**src/rtl/bias_stream_adder.sv**
```systemverilog
// bias_stream_adder
//
// Per-channel bias stage for the convolution datapath. One sign-magnitude
// bias word per output channel is held in a small memory that is loaded
// serially at run time. Accumulator beats are consumed channel by channel,
// the matching bias is added at ACC_W+1 bits, optional ReLU is applied and
// the result is saturated to OUT_W bits on a registered valid/ready output.
//
// Ports:
//   clk, rst      rising-edge clock, synchronous active-high reset
//   load_valid    bias word present on load_data (LOAD state only)
//   load_data     sign-magnitude bias, written at consecutive addresses from 0
//   reload        single-cycle request to restart loading
//   bias_ready    high while in RUN (doubles as the state observation point)
//   relu_en       clamp negative results to zero, sampled with each beat
//   in_valid/in_ready/in_data      accumulator input stream
//   out_valid/out_ready/out_data   biased, saturated result stream
//   out_ch        channel index of out_data
//   out_last      high when out_ch is the last channel
//
// Handshake: a transfer happens on a rising edge where valid and ready are
// both high. A source never drops valid or changes data while valid is high
// and ready is low; ready may depend combinationally on the sink's ready.

module bias_stream_adder #(
   parameter  int CHANNELS = 64,
   parameter  int BIAS_W   = 16,
   parameter  int ACC_W    = 32,
   parameter  int OUT_W    = 16,
   localparam int CH_W     = $clog2(CHANNELS)
) (
   input  logic              clk,
   input  logic              rst,
   input  logic              load_valid,
   input  logic [BIAS_W-1:0] load_data,
   input  logic              reload,
   output logic              bias_ready,
   input  logic              relu_en,
   input  logic              in_valid,
   output logic              in_ready,
   input  logic [ACC_W-1:0]  in_data,
   output logic              out_valid,
   input  logic              out_ready,
   output logic [OUT_W-1:0]  out_data,
   output logic [CH_W-1:0]   out_ch,
   output logic              out_last
);

   localparam logic [CH_W-1:0] LAST_IDX = CH_W'(CHANNELS - 1);

   // Saturation bounds expressed at the internal ACC_W+1 sum width.
   localparam logic signed [ACC_W:0] SAT_MAX =
      {{(ACC_W + 2 - OUT_W){1'b0}}, {(OUT_W - 1){1'b1}}};
   localparam logic signed [ACC_W:0] SAT_MIN =
      {{(ACC_W + 2 - OUT_W){1'b1}}, {(OUT_W - 1){1'b0}}};

   typedef enum logic {
      ST_LOAD = 1'b0,
      ST_RUN  = 1'b1
   } state_t;

   state_t state_q, state_d;

   logic [CH_W-1:0]   wr_ptr_q;
   logic [CH_W-1:0]   ch_q;
   logic [BIAS_W-1:0] mem [CHANNELS];

   logic                    in_hs;
   logic                    load_wr;
   logic [BIAS_W-1:0]       bias_word;
   logic signed [ACC_W:0]   bias_mag;
   logic signed [ACC_W:0]   bias_ext;
   logic signed [ACC_W:0]   sum;
   logic signed [ACC_W:0]   relu_sum;
   logic [OUT_W-1:0]        sat_data;

   // ---------------------------------------------------------------
   // State register and next-state logic
   // ---------------------------------------------------------------
   always_ff @(posedge clk) begin
      if (rst) begin
         state_q <= ST_LOAD;
      end else begin
         state_q <= state_d;
      end
   end

   always_comb begin
      state_d = state_q;
      case (state_q)
         ST_LOAD: begin
            // reload takes priority over a coincident load write
            if (!reload && load_valid && (wr_ptr_q == LAST_IDX)) begin
               state_d = ST_RUN;
            end
         end
         ST_RUN: begin
            if (reload) begin
               state_d = ST_LOAD;
            end
         end
         default: state_d = ST_LOAD;
      endcase
   end

   assign bias_ready = (state_q == ST_RUN);
   assign in_ready   = bias_ready && (!out_valid || out_ready);
   assign in_hs      = in_valid && in_ready;
   assign load_wr    = (state_q == ST_LOAD) && load_valid && !reload;

   // ---------------------------------------------------------------
   // Write pointer and channel counter
   // ---------------------------------------------------------------
   always_ff @(posedge clk) begin
      if (rst) begin
         wr_ptr_q <= '0;
         ch_q     <= '0;
      end else if (reload) begin
         // A beat accepted in this cycle still used the old ch_q / bias.
         wr_ptr_q <= '0;
         ch_q     <= '0;
      end else begin
         if (load_wr) begin
            wr_ptr_q <= (wr_ptr_q == LAST_IDX) ? '0 : wr_ptr_q + 1'b1;
         end
         if (in_hs) begin
            ch_q <= (ch_q == LAST_IDX) ? '0 : ch_q + 1'b1;
         end
      end
   end

   // Bias memory: contents are intentionally not reset.
   always_ff @(posedge clk) begin
      if (!rst && load_wr) begin
         mem[wr_ptr_q] <= load_data;
      end
   end

   // ---------------------------------------------------------------
   // Datapath: sign-magnitude to two's complement, add, ReLU, saturate
   // ---------------------------------------------------------------
   always_comb begin
      bias_word = mem[ch_q];
      bias_mag  = {{(ACC_W + 2 - BIAS_W){1'b0}}, bias_word[BIAS_W-2:0]};
      // Negating a zero magnitude yields zero, so -0 folds to +0 naturally.
      bias_ext  = bias_word[BIAS_W-1] ? -bias_mag : bias_mag;
      sum       = $signed({in_data[ACC_W-1], in_data}) + bias_ext;
      relu_sum  = (relu_en && sum[ACC_W]) ? '0 : sum;
      sat_data  = relu_sum[OUT_W-1:0];
      if (relu_sum > SAT_MAX) begin
         sat_data = SAT_MAX[OUT_W-1:0];
      end else if (relu_sum < SAT_MIN) begin
         sat_data = SAT_MIN[OUT_W-1:0];
      end
   end

   // ---------------------------------------------------------------
   // Output register: loads on an input handshake, otherwise holds
   // until the downstream accepts.
   // ---------------------------------------------------------------
   always_ff @(posedge clk) begin
      if (rst) begin
         out_valid <= 1'b0;
         out_data  <= '0;
         out_ch    <= '0;
         out_last  <= 1'b0;
      end else if (in_hs) begin
         out_valid <= 1'b1;
         out_data  <= sat_data;
         out_ch    <= ch_q;
         out_last  <= (ch_q == LAST_IDX);
      end else if (out_ready) begin
         out_valid <= 1'b0;
      end
   end

endmodule

```
**config.mk**
```make
export PLATFORM = sky130hd
export DESIGN_NAME = bias_stream_adder
export DESIGN_NICKNAME = d
export VERILOG_FILES = /design/src/rtl/bias_stream_adder.sv
export SDC_FILE = /design/constraint.sdc
export NUM_CORES = 1
export LEC_CHECK = 0
export BUFFER_PORTS_ARGS = -buffer_cell sky130_fd_sc_hd__buf_2
export CAP_MARGIN = 10
export CORE_ASPECT_RATIO = 1.4
export CORE_MARGIN = 5
export CORE_UTILIZATION = 50
export CTS_CLUSTER_SIZE = 30
export DETAILED_ROUTE_END_ITERATION = 12
export GPL_TIMING_DRIVEN = 0
export PLACE_DENSITY = 0.66
export SYNTH_ARGS = -nofsm -noshare
export SYNTH_HDL_FRONTEND = slang
export SYNTH_SLANG_ARGS = --single-unit
```
**constraint.sdc**
```tcl
create_clock -name clk -period 9.4 [get_ports clk]
set_input_delay 1.88 -clock clk [delete_from_list [all_inputs] [get_ports clk]]
set_output_delay 1.88 -clock clk [all_outputs]
set_load 0.05 [all_outputs]
```
==> run metrics <==
Die W=259.1 µm; Synth Area in Compound Gates=0.03937; Setup CP Type=reg2reg; final clock skew=0.02825 ns; dpl cells=3483; slowest stage delay, CP=0.78 ns; P_leak=15.19 nW; vias per cell=6.454; initial antenna violation count=3; Num CTS Buffers=93; commonest non-fill, non-tap cell in the layout=edfxtp_1; Top Ports=81; syn_area_per_cell=19.62 µm²; antenna cells=0; Final Max Tran Viols=0; dpl hpwl=81.29 mm; most frequent cell on the critical path=clkbuf_1; routability cong.=0.8583; Fin. Hold Viols=0; CP bufs+invs=5; ANT nets after route=0; ranking of synthesized cells by area=edfxtp_1 (71%), mux4_2 (14%), dfxtp_1 (2.0%); Synth Area in Simple Gates=0.04096; die height=358.8 µm; setup TNS=0 ns; mux share of post-synthesis cell area=0.1553; initial core utilization=0.5014; DP Worst Slack=-2.303 ns; max frequency=108.4 MHz; Min Clock Period, post-route=9.223 ns; Core Rows=128; Startpoint Class=register; R2R Setup Slk=0.18 ns; hold path depth=2; TritonRoute pass-1 iters=6; critical path capture point type=register; CTS sink cnt=1067; Hold Buf Count CTS=0; Worst VDD drop=0.1280 mV; worst-skew pair later-pin latency=0.67 ns; Most used DFF post-synth=edfxtp_1; Post-synth EDFFs=1024; CTS tree=done; Synth Area in Adders=0.01112; power density over the cells=188.1 nW/µm²; RSZ-0062 raised after global routing=false; routed vias=23.59k; CP required=9.93 ns; Worst slew margin=0.1588; layout cells sized above 1=0.2769; CTS Buffer Depth=3; Final period util=0.9811; post-synthesis sequential area ratio=0.7277; status=finished, final reports clean; via count of the first global-routing pass=23.95k; Multi-input gate area=11630 µm²; WL/cell=34.61 µm; synth warn=0; max-cap viol count=0; CP max stage cell=clkbuf_1; number of setup violations in the final report=0; I/O Buffers=80; XOR/XNOR Fraction of Synth Area=0.009649; largest net degree at the start of global routing=65; Reg-to-Reg End=out_data[8]$_SDFFE_PP0P_; synthesized net count=2307; Clock Tree Root=clkbuf_16; Hold Path Origin=out_ch[5]$_SDFFE_PP0P_; core footprint=86640 µm²; worst-path maximum fanout=10; Layout area overhead=13.09%; Final Cell Area=49120 µm²; HP Class=reg2reg; netlist area before placement=43440 µm²; total gr overflow=0; family with the most delay on the worst path=simple AND/OR/NAND/NOR gates; commonest cells after routing, fill and taps aside=edfxtp_1 (1024), mux4_2 (272), nand2_1 (102); Filler cells=6405; flip-flop and latch area=31610 µm²; final setup margin=0.1773 ns; non-filler cells, final=3655; Routed WL=126.5 mm; first-pass GRT wire length=176.0 mm; area leader, netlist=edfxtp_1; Hold Path End=out_ch[5]$_SDFFE_PP0P_; WP data arrival=9.75 ns; Die Footprint=92960 µm²; dpl cell area=46010 µm²; Worst-path clk slew=0.06 ns; Clock H-tree levels=3; largest family of logic cells by synthesized area=multiplexers; Synth async-reset ratio=0; Cell variety after synth=79; Reg2Reg Depth=25; Overall Global Routing Usage=0.2701; DRC errors left=0; Cells after Synth=2214; fin nets=2500; Hold Slack=0.4627 ns; Synth Register Bits=1067; Yosys top cell area share=0.7079; violation count after the first detailed-route iteration=3440; measured slew at the worst slew-check pin=1.262 ns
==> power by group <==
| part | switching [mW] | internal [mW] |
|---|---|---|
| combinational | 0.183 | 0.0773 |
| sequential | 0.000764 | 5.21 |
| clock | 1.71 | 2.06 |
==> worst min-delay path, stage by stage (launching register included) <==
cell	delay, ns
dfxtp_1	0.31
nand2_1	0.05
a21oi_1	0.06
==> cell families (layout without fill, tap and decap cells) <==
group                      Yosys count  in the layout
DFF                               1067           1067
and+or+nand+nor                    380            380
muxes                              314            314
AOI/OAI and AO/OA                  240            240
buffers and inverters              128            399
xor gates and xnor gates            47             47
adders and majority gates           38             38
==> how the worst max path moves through the flow <==
stage | startpoint | endpoint | slack [ns] | cells after the start
floorplan | register | out_data[10]$_SDFFE_PP0P_ | 1.84 | 31
global placement | register | out_data[8]$_SDFFE_PP0P_ | -2.29 | 29
detailed placement | register | out_data[2]$_SDFFE_PP0P_ | -2.30 | 29
CTS | register | out_data[8]$_SDFFE_PP0P_ | 0.04 | 31
global route | register | out_data[2]$_SDFFE_PP0P_ | 0.05 | 28
finish | register | out_data[8]$_SDFFE_PP0P_ | 0.18 | 25
==> registers in the layout, indices dropped and copies added (netlist names), named ones only <==
signal and cells:
mem 1024, out_data 16, ch_q 6, out_ch 6
wr_ptr_q 6, bias_ready 1, out_last 1, out_valid 1
==> metal layers <==
layer	share of wire	vias to the layer above	GRT usage
li1	-	9538	-
met1	0.35	12350	0.3351
met2	0.51	1400	0.4755
met3	0.087	302	0.04397
met4	0.050	2	0.1132
met5	0.000095	-	0
==> synthesized netlist by cell type (all sizes together) (6+ instances only) <==
cell type and instances:
mux2i 25, ha 37, nand2 111, clkbuf 47
a21o 10, o21bai 6, dfxtp 43, a2111oi 6
inv 20, or2 9, o211ai 6, nand2b 15
a22oi 7, buf 57, nand3 22, xor2 17
o221ai 9, nor2 145, mux4 284, o21ai 41
nand4 7, xnor2 30, o31ai 8, a211oi 23
nor2b 9, edfxtp 1024, a31oi 8, a21oi 51
nor3 16, o22ai 19, or3 11, a41oi 13
==> metrics by stage <==
step	util	power, mW
global route	0.5670	9.477
finish	0.5670	9.241
global placement	0.5229	5.556
floorplan	-	5.442
CTS	0.5663	9.253
detailed placement	0.5311	5.568
==> layout make-up <==
class | count | share of cell area
Clock buffer | 126 | 0.05224
Tap cell | 1170 | 0.02980
Buffer | 103 | 0.01414
Sequential cell | 1067 | 0.6435
Clock inverter | 47 | 0.007947
Multi-Input combinational cell | 1019 | 0.2368
Timing Repair Buffer | 101 | 0.01391
Inverter | 22 | 0.001681
==> repair_timing <==
item                       4_1_cts  5_1_grt
setup endpoints to repair       16       15
pin swaps                        1        1
resized for setup               37       19
setup buffers                    1        1
(Power assumes the default switching activity.)
